==> src/rtl/rx_rd_commit_ctrl.sv <==
// rx_rd_commit_ctrl: in-order commit scheduler for the RX buffer read pointer.
// Tags outstanding frame reads, accepts completions in any order, retires them
// in allocation order and pushes batched read-address advances to the
// read-address synchronizer no faster than it can absorb them.
//
// Ports:
//   clk, reset_n          clock, asynchronous active-low reset
//   alloc_req/gnt/tag     tag allocation (grant is combinational, tag = wr ptr)
//   alloc_end_addr        buffer address just past the allocated frame
//   done_valid/done_tag   completion of an outstanding read (any order)
//   flush                 pulse: commit retired advance as soon as allowed
//   commited_rd_address   committed read address toward the synchronizer
//   outstanding           number of occupied table entries
//   proto_err             sticky: completion for an idle or already-done tag
//   commit_cnt, max_wait  commit statistics, only with RX_COMMIT_STATS_EN
//
// Address width is `BF+1 (`BF normally comes from includes.v; a 16-bit
// default is provided when it is not already defined).
// Optional macro: RX_COMMIT_STATS_EN adds commit_cnt and max_wait.

`ifndef BF
`define BF 15
`endif

module rx_rd_commit_ctrl #(
    parameter int TAG_W        = 2,
    parameter int BATCH_THRESH = 64,
    parameter int TIMEOUT      = 255,
    parameter int MIN_GAP      = 8
) (
    input  logic             clk,
    input  logic             reset_n,
    input  logic             alloc_req,
    input  logic [`BF:0]     alloc_end_addr,
    output logic             alloc_gnt,
    output logic [TAG_W-1:0] alloc_tag,
    input  logic             done_valid,
    input  logic [TAG_W-1:0] done_tag,
    input  logic             flush,
    output logic [`BF:0]     commited_rd_address,
    output logic [TAG_W:0]   outstanding,
    output logic             proto_err
`ifdef RX_COMMIT_STATS_EN
    ,
    output logic [31:0]      commit_cnt,
    output logic [15:0]      max_wait
`endif
);

    localparam int AW    = `BF + 1;
    localparam int NT    = 1 << TAG_W;
    localparam int TMR_W = (TIMEOUT > 0) ? $clog2(TIMEOUT + 1) : 1;
    localparam int GAP_W = (MIN_GAP > 1) ? $clog2(MIN_GAP) : 1;

    localparam logic [TAG_W:0]   CNT_FULL = (TAG_W + 1)'(NT);
    localparam logic [TAG_W:0]   CNT_ONE  = (TAG_W + 1)'(1);
    localparam logic [TAG_W-1:0] PTR_ONE  = TAG_W'(1);
    localparam logic [TMR_W-1:0] TMR_MAX  = TMR_W'(TIMEOUT);
    localparam logic [TMR_W-1:0] TMR_ONE  = TMR_W'(1);
    localparam logic [GAP_W-1:0] GAP_LAST = GAP_W'(MIN_GAP - 1);
    localparam logic [GAP_W-1:0] GAP_ONE  = GAP_W'(1);
    localparam logic [AW-1:0]    THRESH   = AW'(BATCH_THRESH);

    typedef enum logic {
        IDLE,
        GAP
    } state_t;

    // Tag table and pointers
    logic [NT-1:0]    ent_valid;
    logic [NT-1:0]    ent_done;
    logic [AW-1:0]    ent_addr [NT];
    logic [TAG_W-1:0] wr_ptr;
    logic [TAG_W-1:0] rd_ptr;
    logic [TAG_W:0]   count;
    logic [AW-1:0]    staged_addr;
    logic             err_q;

    logic full;
    logic done_ok;
    logic retire;

    // Commit scheduler
    state_t           state;
    state_t           state_nx;
    logic [TMR_W-1:0] timer;
    logic [TMR_W-1:0] timer_nx;
    logic [GAP_W-1:0] gap;
    logic [GAP_W-1:0] gap_nx;
    logic             flush_pending;
    logic             fp_nx;
    logic [AW-1:0]    commit_q;
    logic [AW-1:0]    commit_nx;
    logic [AW-1:0]    diff;
    logic             diff_nz;
    logic             fire;

    assign full      = (count == CNT_FULL);
    assign alloc_gnt = alloc_req & ~full;
    assign alloc_tag = wr_ptr;

    // A completion is accepted only for a live entry not yet marked done.
    assign done_ok = done_valid & ent_valid[done_tag] & ~ent_done[done_tag];

    // Retire looks at registered state only, so a completion for the head
    // entry shows up in staged_addr one cycle later.
    assign retire = ent_valid[rd_ptr] & ent_done[rd_ptr];

    assign outstanding         = count;
    assign proto_err           = err_q;
    assign commited_rd_address = commit_q;

    always_ff @(posedge clk or negedge reset_n) begin
        if (!reset_n) begin
            ent_valid   <= '0;
            ent_done    <= '0;
            for (int i = 0; i < NT; i++) begin
                ent_addr[i] <= '0;
            end
            wr_ptr      <= '0;
            rd_ptr      <= '0;
            count       <= '0;
            staged_addr <= '0;
            err_q       <= 1'b0;
        end else begin
            // Alloc slot is never the retiring slot: that would need full.
            if (alloc_gnt) begin
                ent_valid[wr_ptr] <= 1'b1;
                ent_done[wr_ptr]  <= 1'b0;
                ent_addr[wr_ptr]  <= alloc_end_addr;
                wr_ptr            <= wr_ptr + PTR_ONE;
            end
            if (done_ok) begin
                ent_done[done_tag] <= 1'b1;
            end
            if (done_valid && !done_ok) begin
                err_q <= 1'b1;
            end
            if (retire) begin
                ent_valid[rd_ptr] <= 1'b0;
                ent_done[rd_ptr]  <= 1'b0;
                staged_addr       <= ent_addr[rd_ptr];
                rd_ptr            <= rd_ptr + PTR_ONE;
            end
            unique case ({alloc_gnt, retire})
                2'b10:   count <= count + CNT_ONE;
                2'b01:   count <= count - CNT_ONE;
                default: count <= count;
            endcase
        end
    end

    // Modular distance; the buffer address wraps.
    assign diff    = staged_addr - commit_q;
    assign diff_nz = |diff;
    assign fire    = (state == IDLE) & diff_nz &
                     ((diff >= THRESH) | (timer == TMR_MAX) | flush_pending);

    always_comb begin
        state_nx  = state;
        timer_nx  = timer;
        gap_nx    = gap;
        fp_nx     = flush_pending | flush;
        commit_nx = commit_q;
        unique case (state)
            IDLE: begin
                if (fire) begin
                    commit_nx = staged_addr;
                    timer_nx  = '0;
                    gap_nx    = '0;
                    fp_nx     = 1'b0;
                    state_nx  = GAP;
                end else if (diff_nz) begin
                    if (timer != TMR_MAX) begin
                        timer_nx = timer + TMR_ONE;
                    end
                end else begin
                    // Nothing to commit: a pending flush has nothing to do.
                    timer_nx = '0;
                    fp_nx    = 1'b0;
                end
            end
            GAP: begin
                timer_nx = '0;
                gap_nx   = gap + GAP_ONE;
                if (gap == GAP_LAST) begin
                    state_nx = IDLE;
                end
            end
            default: begin
                state_nx = IDLE;
            end
        endcase
    end

    always_ff @(posedge clk or negedge reset_n) begin
        if (!reset_n) begin
            state         <= IDLE;
            timer         <= '0;
            gap           <= '0;
            flush_pending <= 1'b0;
            commit_q      <= '0;
        end else begin
            state         <= state_nx;
            timer         <= timer_nx;
            gap           <= gap_nx;
            flush_pending <= fp_nx;
            commit_q      <= commit_nx;
        end
    end

`ifdef RX_COMMIT_STATS_EN
    logic [31:0] timer_w;
    logic [15:0] wait_sat;

    assign timer_w  = 32'(timer);
    assign wait_sat = (timer_w > 32'h0000_FFFF) ? 16'hFFFF : timer_w[15:0];

    always_ff @(posedge clk or negedge reset_n) begin
        if (!reset_n) begin
            commit_cnt <= '0;
            max_wait   <= '0;
        end else if (fire) begin
            commit_cnt <= commit_cnt + 32'd1;
            if (wait_sat > max_wait) begin
                max_wait <= wait_sat;
            end
        end
    end
`endif

endmodule

==> config.mk <==
export PLATFORM = sky130hd
export DESIGN_NAME = rx_rd_commit_ctrl
export DESIGN_NICKNAME = d
export VERILOG_FILES = /design/src/rtl/rx_rd_commit_ctrl.sv
export SDC_FILE = /design/constraint.sdc
export NUM_CORES = 1
export LEC_CHECK = 0
export CAP_MARGIN = 20
export CORE_MARGIN = 4
export CORE_UTILIZATION = 59
export CTS_CLUSTER_DIAMETER = 40
export CTS_CLUSTER_SIZE = 30
export DETAILED_ROUTE_END_ITERATION = 10
export PLACE_DENSITY = 0.8
export SLEW_MARGIN = 10
export SYNTH_ARGS = -nofsm -noshare
export SYNTH_HDL_FRONTEND = slang
export SYNTH_SLANG_ARGS = --single-unit
==> constraint.sdc <==
create_clock -name clk -period 3.3 [get_ports clk]
set_input_delay 0.495 -clock clk [delete_from_list [all_inputs] [get_ports clk]]
set_output_delay 0.495 -clock clk [all_outputs]
set_load 0.02 [all_outputs]
Yosys cells after proc, flatten, opt, wreduce, memory -nomap -nowiden
Index checks and enable logic that the tools add are counted.
{"block": "word_totals", "reg_bits": 125, "word_cells": 109}
{"block": "op_classes", "addsub": 7, "n_lt_le_gt_ge": 10, "n_eq_ne": 8, "mux": 38, "bitwise": 21, "reduce_logical": 9}
{"cell": "$bwmux W64", "n": 1}
{"cell": "$mux W16", "n": 3}
{"cell": "$bmux W16 S2", "n": 1}
{"cell": "$demux W16 S2", "n": 1}
{"cell": "$mux W8", "n": 3}
{"cell": "$mux W4", "n": 5}
{"cell": "$ge A16 B7 Y1 const B", "n": 1}
{"cell": "$pmux W8 S2", "n": 1}
{"cell": "$reduce_or A16 Y1", "n": 1}
{"cell": "$sub A16 B16 Y16", "n": 1}
{"cell": "$and A4 B4 Y4", "n": 3}
{"cell": "$mux W1", "n": 12}
{"cell": "$pmux W3 S2", "n": 2}
{"cell": "$lt A2 B3 Y1 const B", "n": 3}
{"cell": "$add A8 B1 Y8 const B", "n": 1}
{"cell": "$bmux W1 S2", "n": 4}
{"cell": "$eq A8 B8 Y1 const B", "n": 1}
{"cell": "$ne A8 B8 Y1 const B", "n": 1}
{"cell": "$not A4 Y4", "n": 2}
{"cell": "$or A4 B4 Y4", "n": 2}
{"cell": "$add A3 B1 Y3 const B", "n": 2}
{"cell": "$and A1 B1 Y1", "n": 6}
{"cell": "$demux W1 S2", "n": 3}
{"cell": "$eq A3 B3 Y1 const B", "n": 2}
{"cell": "18 further kinds", "n": 31}

Logic depth before layout (Yosys ltp)
Gate-level depths: netlist of run 1.
{"block": "logic_depth", "word_depth": 11, "mapped_depth": 12, "mapped_depth_nobuf": 10}

Worst setup path after synthesis of run 1
OpenSTA, ideal clock, no wires.
{"block": "synth_path", "path_kind": "flip-flop to flip-flop", "startpoint": "reg commit_q[4] (netlist: commited_rd_address[4])", "endpoint": "reg commit_q[10] (netlist: commited_rd_address[10])", "setup_time_ps": 125, "arrival_time_ps": 2821, "required_time_ps": 3175, "setup_slack_ps": 354, "stages_incl_launch_ff": 12, "n_path_buf": 1, "cell_sequence": "dfrtp_1 > inv_1 > ha_1 > o211ai_2 > a21o_1 > a211o_2 > a41oi_1 > xor2_1 > nor3_1 > a21oi_4 > buf_6 > mux2_4"}
{"block": "synth_via", "elab_chain_len": 6}
{"item": "from (decl)", "line": "92", "rtl": "logic [AW-1:0] commit_q;"}
{"item": "from (signal assigned)", "line": "208", "rtl": "commit_q <= commit_nx;"}
{"item": "$sub A16 B16 Y16 (*)", "line": "154", "rtl": "assign diff = staged_addr - commit_q;"}
{"item": "$ge A16 B7 Y1", "line": "157", "rtl": "((diff >= THRESH) | (timer == TMR_MAX) | flush_pending);"}
{"item": "$or A1 B1 Y1 (2 in series)", "line": "157"}
{"item": "$and A1 B1 Y1 (*)", "line": "156", "rtl": "assign fire = (state == IDLE) & diff_nz &"}
{"item": "$reduce_and A2 Y1 (no line) (*)"}
Every way passes the cells marked *; elsewhere a longest branch is shown, timed or not.
A chain may end at the register's enable or synchronous reset.

Worst setup path in the final report of run 1
{"block": "layout_path", "startpoint": "reg commit_q[2] (netlist: commited_rd_address[2])", "endpoint": "reg commit_q[4] (netlist: commited_rd_address[4])"}
Same word-level chain as after synthesis.

==> results of run 1 <==
## logic make-up after synthesis
group	Yosys count
compound gates	76
flops	125
xor+xnor	19
fa+ha+maj	28
mux	113
simple gates	78
buf+inv	44
## power breakdown
group          internal [mW]  total [mW]  switching [mW]
logic                   2.12        4.17            2.05
clock network           1.01        1.69           0.681
registers               2.27        2.78           0.506
## cell usage in the layout (no fill, tap or decap), types with 3 or more instances in the layout
cell	netlist	layout
o211ai_1	3	3
inv_1	31	31
clkdlybuf4s50_1	0	44
nand2_1	21	21
clkbuf_16	0	16
mux4_2	16	16
and3_1	3	3
or2_2	3	3
nand3b_1	3	3
o21a_1	3	3
nor2_1	20	19
nand2b_1	4	4
clkinv_2	0	4
o21ai_0	14	14
a22oi_1	3	3
buf_4	0	10
mux2_4	10	10
xnor2_1	7	7
nand3_1	8	8
dfrtp_1	125	125
nand4_1	4	4
ha_1	27	27
clkinvlp_4	0	7
mux2_2	85	85
a21o_1	4	4
xor2_1	12	12
a21oi_1	29	29
## how the worst min path moves through the flow
stage                           from                        to  slack (ps)  depth (start not counted)
3_3_place_gp   proto_err$_DFFE_PN0P_     proto_err$_DFFE_PN0P_         450                          1
4_1_cts                      reset_n      timer[6]$_DFFE_PN0P_         210                          1
5_1_grt                      reset_n      timer[6]$_DFFE_PN0P_         450                          2
3_5_place_dp   proto_err$_DFFE_PN0P_     proto_err$_DFFE_PN0P_         460                          1
2_1_floorplan                reset_n  alloc_tag[0]$_DFFE_PN0P_         200                          0
6_report                     reset_n      timer[6]$_DFFE_PN0P_         420                          2
## final cells by class
class                      instances  share of cell area [%]
timing repair buffer              56                    7.45
inverter                          31                    1.57
tap                              136                    2.29
multi-input combinational        314                    39.2
sequential                       125                    42.1
clock inverter                    14                    1.62
clock buffer                      18                    5.77
## state kept, by name (all words and copies together) (netlist names), 2 cells and up
signal and count:
rd_ptr 2, outstanding 3, staged_addr 16, ent_done 4
timer 8, ent_addr 64, ent_valid 4, commited_rd_address 16
alloc_tag 2, gap 3
## worst reg2reg max path, cell delays in order, from the launching register on
cell	delay, ps
dfrtp_1	370
inv_1	50
ha_1	330
o211ai_2	210
a21o_1	200
a211oi_2	130
o41ai_1	430
a222oi_1	180
and4_4	220
a21oi_4	130
buf_4	290
mux2_2	390
## through the flow
| stage | hold slack [ps] | instances | instance area [um2] | worst slack, ps |
|---|---|---|---|---|
| global placement | 445 | 660 | 6840 | 391 |
| finish | 415 | 694 | 7420 | 253 |
| global route | 447 | 694 | 7420 | 85.7 |
| CTS | 205 | 692 | 7380 | 295 |
| detailed placement | 456 | 660 | 6840 | 317 |
| floorplan | 199 | 483 | 6210 | 354 |
## metal layers
metal	track usage (%)	up-vias	wire length, um
met1	28.5	2050	5380
li1	-	1886	-
met4	5.83	0	123
met2	38.9	102	6720
met5	0	-	0
met3	5.10	17	560
## what timing repair did
item                                   CTS  global route
hold buffers                             0             1
resized for setup                        0             0
endpoints found under the hold margin    0            20
==> results.md, run 1 <==
- The run finished with clean final reports.
- The number of primary I/O pins is 46.
- The number of nets with antenna violations after routing is 0.
- The placer's final routability congestion estimate is 0.925.
- The die is 111 um wide.
- The synthesized netlist devotes 8.04% of its cell area to compound gates.
- The slew at the pin closest to its max-slew limit is between 900 and 1000 ps.
- The logic depth of the worst register-to-register path is 11.
- The register-to-register path setup slack is approximately 250 ps.
- Headroom to the max-slew limit came out at 38.1%.
- Among all stages on the critical path, the largest delay is contributed by o41ai_1.
- After synthesis, the share of cell area in mux cells is 24.0%.
- The most common cell in the synthesized netlist is dfrtp_1.
- The quantity of I/O buffers inserted on ports is 45.
- The number of enable flip-flop cells after synthesis is 0.
- The clock skew is 9.65 ps.
- The final antenna diode count is 0.
- The critical path buffer and inverter count is 2.
- Setup repair after global routing left no endpoint under its margin.
- The global route total overflow is 0.
- In the synthesized netlist the async set-or-reset flop fraction comes to 100%.
- The arrival time of data at the critical path endpoint is 3430 ps.
- In this run the biggest area consumer among cell types represents 50.4% of the synthesized area.
- Among all flip-flop cells after synthesis, the most frequent one is dfrtp_1.
- The min-delay analysis places its worst path in the category in -> async.
- The biggest fanout along the worst timing path is 16.
- The area growth from synthesis to final layout is 19.6%.
- The total design power is ~8.6 mW.
- Walking the worst path, the cells encountered are inv_1, ha_1, o211ai_2, a21o_1, a211oi_2, o41ai_1, a222oi_1, and4_4, a21oi_4, buf_4, mux2_2.
- The synthesized netlist net count is 534.
- At the end of the flow, the number of nets in the layout was 596.
- The biggest area contributor in the post-synthesis netlist is dfrtp_1.
- Synthesis produced 483 cells.
- The wire length per cell after detailed routing is between 15 and 20 um.
- The clock tree synthesis step divided the H-tree into 4 levels.
- Yosys printed 0 warnings.
- The standard cell core area is 0.0103 mm2.
- The most critical setup path has its startpoint at commited_rd_address[2]$_DFFE_PN0P_.
- The time the worst path needs with I/O delays and setup is 3050 ps.
- The clock-pin slew of the registers on the worst-case setup and hold paths is 60 ps.
- The largest family of logic cells by synthesized area is multiplexers.
- The endpoint identified for the worst register-to-register timing path is commited_rd_address[4]$_DFFE_PN0P_.
- After detailed routing, the number of vias per cell comes to 5.84.
- The beginning of the worst register-to-register path is commited_rd_address[2]$_DFFE_PN0P_.
- The final number of hold-violating endpoints came to 0.
- The number of setup buffers added after CTS is 0.
- The largest net degree at the start of global routing is 86.
- The stage delay of the slowest cell on the critical path is roughly 420 ps.
- The number of antenna violations at the first check in global routing was 0.
- The family of cells with the greatest summed delay on the critical path is compound AO/OA/AOI/OAI gates.
- The count of different cell masters after synthesis is 50.
- The endpoint type of the worst setup path is a flop.
- In this run, CTS created clock tree buffers numbering 17.
- The peak clock frequency supported by timing is between 0.3 and 0.4 GHz.
- The clock tree root driver cell is clkbuf_8.
- For this configuration, the core starts out at a cell density of between 60% and 70%.
- Data on the critical path is required at its endpoint by 3690 ps.
- The classification of the worst setup path is reg -> reg.
- The final critical path takes up slightly above 90% of the cycle.
- The overall global routing resource usage is 22.4%.
- The startpoint type of the worst setup path is a flop.
- The static leakage power is 3.22 nW.
- The global-route wire length before repair is around 22000 um.
- Summing the areas of all and, or, nand and nor instances in the mapped netlist gives 6.33% of the synthesized area.
- Across the whole layout, storage elements account for between 0.003 and 0.004 mm2.
- The count of final max-slew check failures came to 0.
- The number of rows created at floorplan is 37.
- The TritonCTS clock tree is done.
- The number of filler cells placed in the layout is between 700 and 800.
- The share of synthesized cell area in full adder, half adder and majority cells is 5.77%.
- After synthesis, flip-flops and latches occupy between 50 and 60% of the total area.
- The commonest cells after synthesis are dfrtp_1 (125), mux2_2 (85), inv_1 (31).
- The cell area that synthesis handed to floorplanning was 0.00621 mm2.
- In this run the number of cells on the critical path is 11.
- The die is 111 um tall.
- The total power density per cell area is 1160 mW/mm2.
- Setup violations remaining at the end of the flow were counted as 0.
- The number of sinks on the clock net is around 130.
- For this block, the initial DRC count from the detailed router was around 230.
- The number of global-route vias before repair was 4404.
- The post-synthesis share of cell area spent on xor and xnor gates is 2.68%.
- The area of the multi-input gates is 0.00291 mm2.
- Across the VDD grid, the largest voltage drop is 0.000824 V.
- Wires add up to roughly 13000 um.
- The proportion of layout cells with a drive suffix above 1 is 29.4%.
- The die area is 0.0122 mm2.
- The setup total negative slack is 0 ps.
- The insertion delay to the later sink of the worst-skew pair is 510 ps.
- The register bit total from synthesis is 125.
- Sorting the synthesized cells by area gives the leading types as dfrtp_1 (50%), mux2_2 (15%), mux4_2 (5.8%), ha_1 (5.4%), mux2_4 (2.4%).
- The post-layout utilization of the core is 72.2%.
- In this run the deepest clock path goes through 2 buffers.
- In this run the worst setup path terminates at commited_rd_address[4]$_DFFE_PN0P_.
- The synthesized area divided by synthesized cell count is 12.8 um2.
- The HPWL after detailed placement is 8490 um.
- The reported max-cap violation count is 0.
- The first TritonRoute pass finished after 5 iterations.
- Summing over every cut layer, the via total after detailed routing is 4055.
- For this run, design rule violations remaining after detail routing come to 0.
Power figures use the tool's default switching activity.
==> run 2: changes to the inputs <==
Settings changed: CORE_UTILIZATION 59 to 63, PLACE_DENSITY 0.8 to 0.85.
Clock period 3.3 ns to 3.55 ns, I/O delays scaled along.
==> results.md, run 2 (synthesized netlist as in run 1, its figures left out) <==
- Status: finished clean (unchanged).
- The TritonCTS clock tree was done (unchanged).
- The summed area of non-filler cells in the final layout is 0.00743 mm2 (was 0.00742 mm2).
- The slew at the pin closest to its max-slew limit is 1010 ps (was 926 ps).
- The arrival time of data at the critical path endpoint was 3660 ps (was 3430 ps).
- The time the worst path needs with I/O delays and setup is 3270 ps (was 3050 ps).
- The number of detailed-route iterations in the first pass was 5 (unchanged).
- The number of primary I/O pins is 46 (unchanged).
- The detailed-route via count is 4144 (was 4055).
- The die outline width is 107 um (was 111 um).
- The register containing the most flip-flops in the final layout is ent_addr (unchanged).
- The H-tree level count is 4 (unchanged).
- The number of filler cells placed in the layout is 544 (was 704).
- The endpoint type of the worst setup path is a flop (unchanged).
- The switching portion of total power is 37.0% (was 37.5%).
- The number of nets with antenna violations after routing is 0 (unchanged).
- The HPWL reported at the end of detailed placement came to 8200 um (was 8490 um).
- The number of gates resized after CTS came to 0 (unchanged).
- The type of the most critical hold path is in -> async (unchanged).
- The setup total negative slack came to 0 ps (unchanged).
- Commonest cells after routing, fill and taps aside: dfrtp_1 (125), mux2_2 (85), clkdlybuf4s50_1 (44) (unchanged).
- The startpoint type of the worst setup path is a flop (unchanged).
- The proportion of layout cells with a drive suffix above 1 is 28.6% (was 29.4%).
- The overall global routing resource usage is 25.2% (was 22.4%).
- The number of global-route vias before repair was 4422 (was 4404).
- The portion of the clock cycle consumed by the worst path in the final layout came to 92.0% (was 92.3%).
- The data required time at the worst endpoint was 3940 ps (was 3690 ps).
- The logic gate share of total power is 46.3% (was 48.2%).
- The final-stage net count is 590 (was 596).
- The number of setup buffers added after CTS is 0 (unchanged).
- The clock power share is 22.0% (was 19.6%).
- The routed via count divided by cell count is 6.09 (was 5.84).
- The clock tree root driver cell was clkbuf_8 (unchanged).
- The peak clock frequency supported by timing came to 0.306 GHz (was 0.328 GHz).
- The classification of the worst setup path is reg -> reg (unchanged).
- The clock-pin slew of the registers on the worst-case setup and hold paths came to 60 ps (about the same).
- The number of sinks on the clock net is 125 (unchanged).
- The die area is 0.0115 mm2 (was 0.0122 mm2).
- The number of antenna violations at the first check in global routing is 0 (unchanged).
- The count of routing violations after the opening detailed-route iteration was 206 (was 227).
- The final antenna diode count is 0 (unchanged).
- The static leakage power is 3.24 nW (was 3.22 nW).
- The global route total overflow is 0 (unchanged).
- The final number of hold-violating endpoints was 0 (unchanged).
- The worst slew margin relative to its limit is 32.6% (was 38.1%).
- The post-placement cell area is 0.00681 mm2 (was 0.00684 mm2).
- The wire length per cell after detailed routing is 19.4 um (was 18.4 um).
- The reported max-cap violation count was 0 (unchanged).
- The total power density per cell area is 1110 mW/mm2 (was 1160 mW/mm2).
- The CTS buffer count is 17 (unchanged).
- The biggest fanout along the worst timing path is 10 (was 16).
- The starting utilization of the core area is 65.9% (was 60.4%).
- The insertion delay to the later sink of the worst-skew pair is 520 ps (was 510 ps).
- The standard cell core area came to 0.00942 mm2 (was 0.0103 mm2).
- The count of hold buffers inserted by post-cts repair is 0 (unchanged).
- The placer's final routability congestion estimate is 0.890 (was 0.925).
- The design internal power is 5.22 mW (was 5.40 mW).
- Setup repair after global routing missed its margin: no (unchanged).
- The DRC violation count after routing is 0 (unchanged).
- The switching power is 3.06 mW (was 3.24 mW).
- The worst ir drop on vdd came to 0.000867 V (was 0.000824 V).
- The number of setup violations in the final report is 0 (unchanged).
- The clock skew was 12.1 ps (was 9.65 ps).
- The area growth from synthesis to final layout is 19.8% (was 19.6%).
- The sum of routed wire length over all layers is 13200 um (was 12800 um).
- The quantity of I/O buffers inserted on ports is 45 (unchanged).
- The number of rows created at floorplan is 35 (was 37).
- The sequential cell fraction of total power was 31.7% (was 32.2%).
- The floorplan die height was 107 um (was 111 um).
- The global-route wire length before repair is 22200 um (about the same).
- The most common cell after layout, fill and taps aside is dfrtp_1 (unchanged).
- The count of final max-slew check failures came to 0 (unchanged).
- The maximum buffer depth of the clock tree is 2 (unchanged).
- The flip-flop count of the largest register, all copies and words added is 64 (unchanged).
- The largest net degree at the start of global routing is 65 (was 86).
## run 2: final timing paths
path / startpoint / endpoint / slack [ps] / cells after the start
setup / recovery: commited_rd_address[2]$_DFFE_PN0P_ / commited_rd_address[13]$_DFFE_PN0P_ / 280 / 11
hold / removal: reset_n / commited_rd_address[2]$_DFFE_PN0P_ / 120 / 1
hold reg to reg: proto_err$_DFFE_PN0P_ / proto_err$_DFFE_PN0P_ / 460 / 1
max in group asynchronous: reset_n / commited_rd_address[11]$_DFFE_PN0P_ / 2630 / 2
min in group clk: proto_err$_DFFE_PN0P_ / proto_err$_DFFE_PN0P_ / 460 / 1
setup reg to reg: commited_rd_address[2]$_DFFE_PN0P_ / commited_rd_address[13]$_DFFE_PN0P_ / 280 / 11
## run 2: metal layers
metal	share of wire (%)	wire [um]	vias to the layer above	track usage, %
li1	-	-	1863	-
met1	43	5620	2089	32.9
met2	50	6630	168	41.6
met3	5.0	663	24	5.16
met4	2.1	278	0	9.68
met5	0	0	-	0
## run 2: area by class of cell
cell class              count  area [um2]  area share [%]
flip-flops and latches    125        3130            42.1
multi-input cells         314        2910            39.1
repair buffers             50         498            6.70
clock buffers              18         418            5.62
clock inverters            14         206            2.78
well taps                 129         161            2.17
inverters                  31         116            1.57
## run 2: worst max-delay path: stages (launching register included)
cell      delay [ps]
dfrtp_1          370
inv_1             50
ha_1             350
o211ai_2         120
a21o_1           240
a211o_2          360
a41oi_1          270
xor2_1           100
nor3_1           480
a21oi_4          240
buf_4            250
mux2_4           310
## run 2: stage by stage
step | hold WS (ps) | instances | total power [mW] | util [%] | setup slack [ps]
floorplan | 237 | 483 | 5.32 | - | 604
global placement | 444 | 649 | 6.18 | 72.3 | 491
detailed placement | 446 | 649 | 6.35 | 72.3 | 370
CTS | 126 | 681 | 8.30 | 79.0 | 323
global route | 161 | 681 | 8.80 | 79.0 | 113
finish | 116 | 681 | 8.28 | 79.0 | 283
## run 2: power by group through the flow
stage,logic [mW],registers [mW],clock network [mW]
2_1_floorplan,2.75,2.57,0
3_3_place_gp,3.62,2.56,0
3_5_place_dp,3.73,2.61,0
4_1_cts,3.83,2.62,1.85
5_1_grt,4.17,2.70,1.92
6_report,3.83,2.62,1.82
==> run 3: changes to the inputs <==
Settings changed: GPL_TIMING_DRIVEN from default to 0.
==> results.md, run 3 (synthesized netlist as in run 1, its figures left out) <==
- The worst hold-check slack is 470 ps (was 116 ps).
- The hold path endpoint is proto_err$_DFFE_PN0P_.
- Along the worst hold path, the cell count comes to 1.
- The number of primary I/O pins was 46 (unchanged).
- The reported max-cap violation count is 0 (unchanged).
- Setup repair after global routing missed its margin: no (unchanged).
- The sum of routed wire length over all layers came to 13200 um (about the same).
- The TritonCTS clock tree is done (unchanged).
- The floorplan die height was 107 um (unchanged).
- The number of nets with antenna violations after routing is 0 (unchanged).
- The routed via count divided by cell count is 6.07 (was 6.09).
- The static leakage power is 3.23 nW (was 3.24 nW).
- The placer's final routability congestion estimate is 0.898 (was 0.890).
- The DRC violation count after routing is 0 (unchanged).
- The number of rows created at floorplan is 35 (unchanged).
- The largest net degree at the start of global routing is 74 (was 65).
- The maximum buffer depth of the clock tree came to 2 (unchanged).
- The final antenna diode count is 0 (unchanged).
- The met1 demand-to-capacity share in global routing came to 30.0% (was 32.9%).
- The area of the multi-input gates is 0.00291 mm2 (about the same).
- The startpoint identified for the worst hold timing path is proto_err$_DFFE_PN0P_.
- The flip-flop count of the largest register, all copies and words added is 64 (unchanged).
- Status: finished clean (unchanged).
- The clock tree root driver cell is clkbuf_8 (unchanged).
- The die outline width is 107 um (unchanged).
- The classification of the worst setup path was reg -> reg (unchanged).
- The most common cell after layout, fill and taps aside is dfrtp_1 (unchanged).
- The post-placement cell area is 0.00685 mm2 (was 0.00681 mm2).
- The worst flop-to-flop path endpoint is outstanding[2]$_DFFE_PN0P_ (was commited_rd_address[13]$_DFFE_PN0P_).
- The clock-pin slew of the registers on the worst-case setup and hold paths was 60 ps (about the same).
- The time the worst path needs with I/O delays and setup came to 3250 ps (was 3270 ps).
- The startpoint type of the worst setup path was a flop (unchanged).
- The worst ir drop on vdd is 0.000722 V (was 0.000867 V).
- The worst slew margin relative to its limit was 43.0% (was 32.6%).
- The global route total overflow was 0 (unchanged).
- The number of setup violations in the final report is 0 (unchanged).
- Commonest cells after routing, fill and taps aside: dfrtp_1 (125), mux2_2 (85), clkdlybuf4s50_1 (44) (unchanged).
- The logic depth of the worst register-to-register path was 12 (was 11).
- The peak clock frequency supported by timing is 0.308 GHz (was 0.306 GHz).
- The count of placed standard cells including taps is 658 (was 649).
- The number of filler cells placed in the layout came to 578 (was 544).
- The type of the most critical hold path was reg -> reg (was in -> async).
- The die area is 0.0115 mm2 (unchanged).
- The beginning of the worst register-to-register path is rd_ptr[0]$_DFFE_PN0P_ (was commited_rd_address[2]$_DFFE_PN0P_).
- The register containing the most flip-flops in the final layout is ent_addr (unchanged).
- The met2 usage in global routing is 43.4% (was 41.6%).
- The data required time at the worst endpoint is 3990 ps (was 3940 ps).
- The insertion delay to the later sink of the worst-skew pair was 510 ps (was 520 ps).
- The summed area of non-filler cells in the final layout is 0.00743 mm2 (about the same).
- The global-route wire length before repair is 22000 um (was 22200 um).
- The setup total negative slack was 0 ps (unchanged).
- The H-tree level count is 4 (unchanged).
- The starting utilization of the core area was 65.9% (unchanged).
- The post-layout utilization of the core is 78.9% (was 79.0%).
- The CTS buffer count is 17 (unchanged).
- The number of sinks on the clock net was 125 (unchanged).
- The final-stage net count is 600 (was 590).
- The quantity of I/O buffers inserted on ports was 45 (unchanged).
- The proportion of layout cells with a drive suffix above 1 was 27.9% (was 28.6%).
- The count of final max-slew check failures is 0 (unchanged).
- The total power density per cell area came to 1090 mW/mm2 (was 1110 mW/mm2).
- The HPWL reported at the end of detailed placement is 8580 um (was 8200 um).
- The standard cell core area is 0.00942 mm2 (unchanged).
- The final number of hold-violating endpoints came to 0 (unchanged).
- The number of antenna violations at the first check in global routing is 0 (unchanged).
- The number of global-route vias before repair is 4487 (was 4422).
- The slew at the pin closest to its max-slew limit is 855 ps (was 1010 ps).
- The area taken by flip-flops and latches is 0.00313 mm2 (unchanged).
- The count of routing violations after the opening detailed-route iteration is 228 (was 206).
- The area growth from synthesis to final layout is 19.7% (was 19.8%).
- The register-to-register path setup slack is 300 ps (was 280 ps).
- The clock skew came to 9.04 ps (was 12.1 ps).
- The wire length per cell after detailed routing was 19.1 um (was 19.4 um).
- The portion of the clock cycle consumed by the worst path in the final layout was 91.5% (was 92.0%).
- The met3 capacity usage during global routing is 6.12% (was 5.16%).
- The arrival time of data at the critical path endpoint came to 3680 ps (was 3660 ps).
- The biggest fanout along the worst timing path came to 10 (unchanged).
- The endpoint type of the worst setup path is a flop (unchanged).
- The final standard cell count with taps included and fillers excluded is 691 (was 681).
- The most crowded layer after global routing is met2 (unchanged).
- The number of detailed-route iterations in the first pass is 5 (unchanged).
- The detailed-route via count came to 4193 (was 4144).
- The overall global routing resource usage is 24.9% (was 25.2%).
==> run 3: changes by cell type in the layout (fill, tap and decap cells not counted), sizes merged <==
| cell | previous run | this run |
|---|---|---|
| buf | 6 | 4 |
| bufinv | 4 | 2 |
| clkbuf | 18 | 30 |
| clkinv | 2 | 5 |
| dlygate4sd3 | 0 | 1 |
| inv | 36 | 34 |
==> run 3: what timing repair did <==
action | 4_1_cts | 5_1_grt
hold buffers | 1 | 0
pin swaps | 0 | 0
setup endpoints to repair | 2 | 5
buffers inserted | 0 | 0
endpoints found under the hold margin | 52 | 0
resized for setup | 1 | 3
==> run 3: metrics by stage <==
step / power [mW] / setup slack [ps]
final: 8.13 / 302
after global routing: 8.66 / 55.1
after CTS: 8.13 / 13.8
after detailed placement: 6.35 / -116
after global placement: 6.16 / -2670
after floorplan: 5.32 / 604
==> run 3: power breakdown <==
| group | switching (mW) | total (mW) | internal (mW) |
|---|---|---|---|
| Sequential | 0.464 | 2.58 | 2.12 |
| Clock | 0.642 | 1.64 | 1.00 |
| Combinational | 1.96 | 3.91 | 1.95 |
==> run 3: how the worst max path moves through the flow <==
stage / start / to / slack [ps] / depth (start not counted)
6_report: rd_ptr[0]$_DFFE_PN0P_ / outstanding[2]$_DFFE_PN0P_ / 300 / 12
5_1_grt: rd_ptr[0]$_DFFE_PN0P_ / outstanding[2]$_DFFE_PN0P_ / 60 / 12
4_1_cts: rd_ptr[0]$_DFFE_PN0P_ / outstanding[2]$_DFFE_PN0P_ / 10 / 12
3_5_place_dp: rd_ptr[0]$_DFFE_PN0P_ / outstanding[2]$_DFFE_PN0P_ / -120 / 12
3_3_place_gp: reset_n / ent_addr[28]$_DFFE_PN0P_ / -2670 / 1
2_1_floorplan: commited_rd_address[4]$_DFFE_PN0P_ / commited_rd_address[10]$_DFFE_PN0P_ / 600 / 11
==> run 3: critical path, cell delays in order (launching register included) <==
cell and delay, ps:
dfrtp_1 430, clkbuf_2 340, nand3_1 120, o211ai_1 140, inv_1 80, nor2_2 420, clkbuf_1 500, ha_1 290
inv_1 60, fa_1 370, xor2_1 150, nor2_1 110, xor2_1 150
==> run 3: per-layer routing <==
layer | routed length (um) | part of all wire, % | up-vias
met2 | 6940 | 53 | 121
li1 | - | - | 1894
met4 | 370 | 2.8 | 0
met3 | 546 | 4.1 | 42
met1 | 5350 | 41 | 2136
met5 | 0 | 0 | -
==> run 3: layout make-up <==
cell class,count,share of cell area (%)
buffer,13,0.792
clock buffer,19,5.68
clock inverter,13,1.90
tap,129,2.17
sequential,125,42.1
inverter,31,1.57
multi-input combinational,314,39.2
timing repair buffer,47,6.59
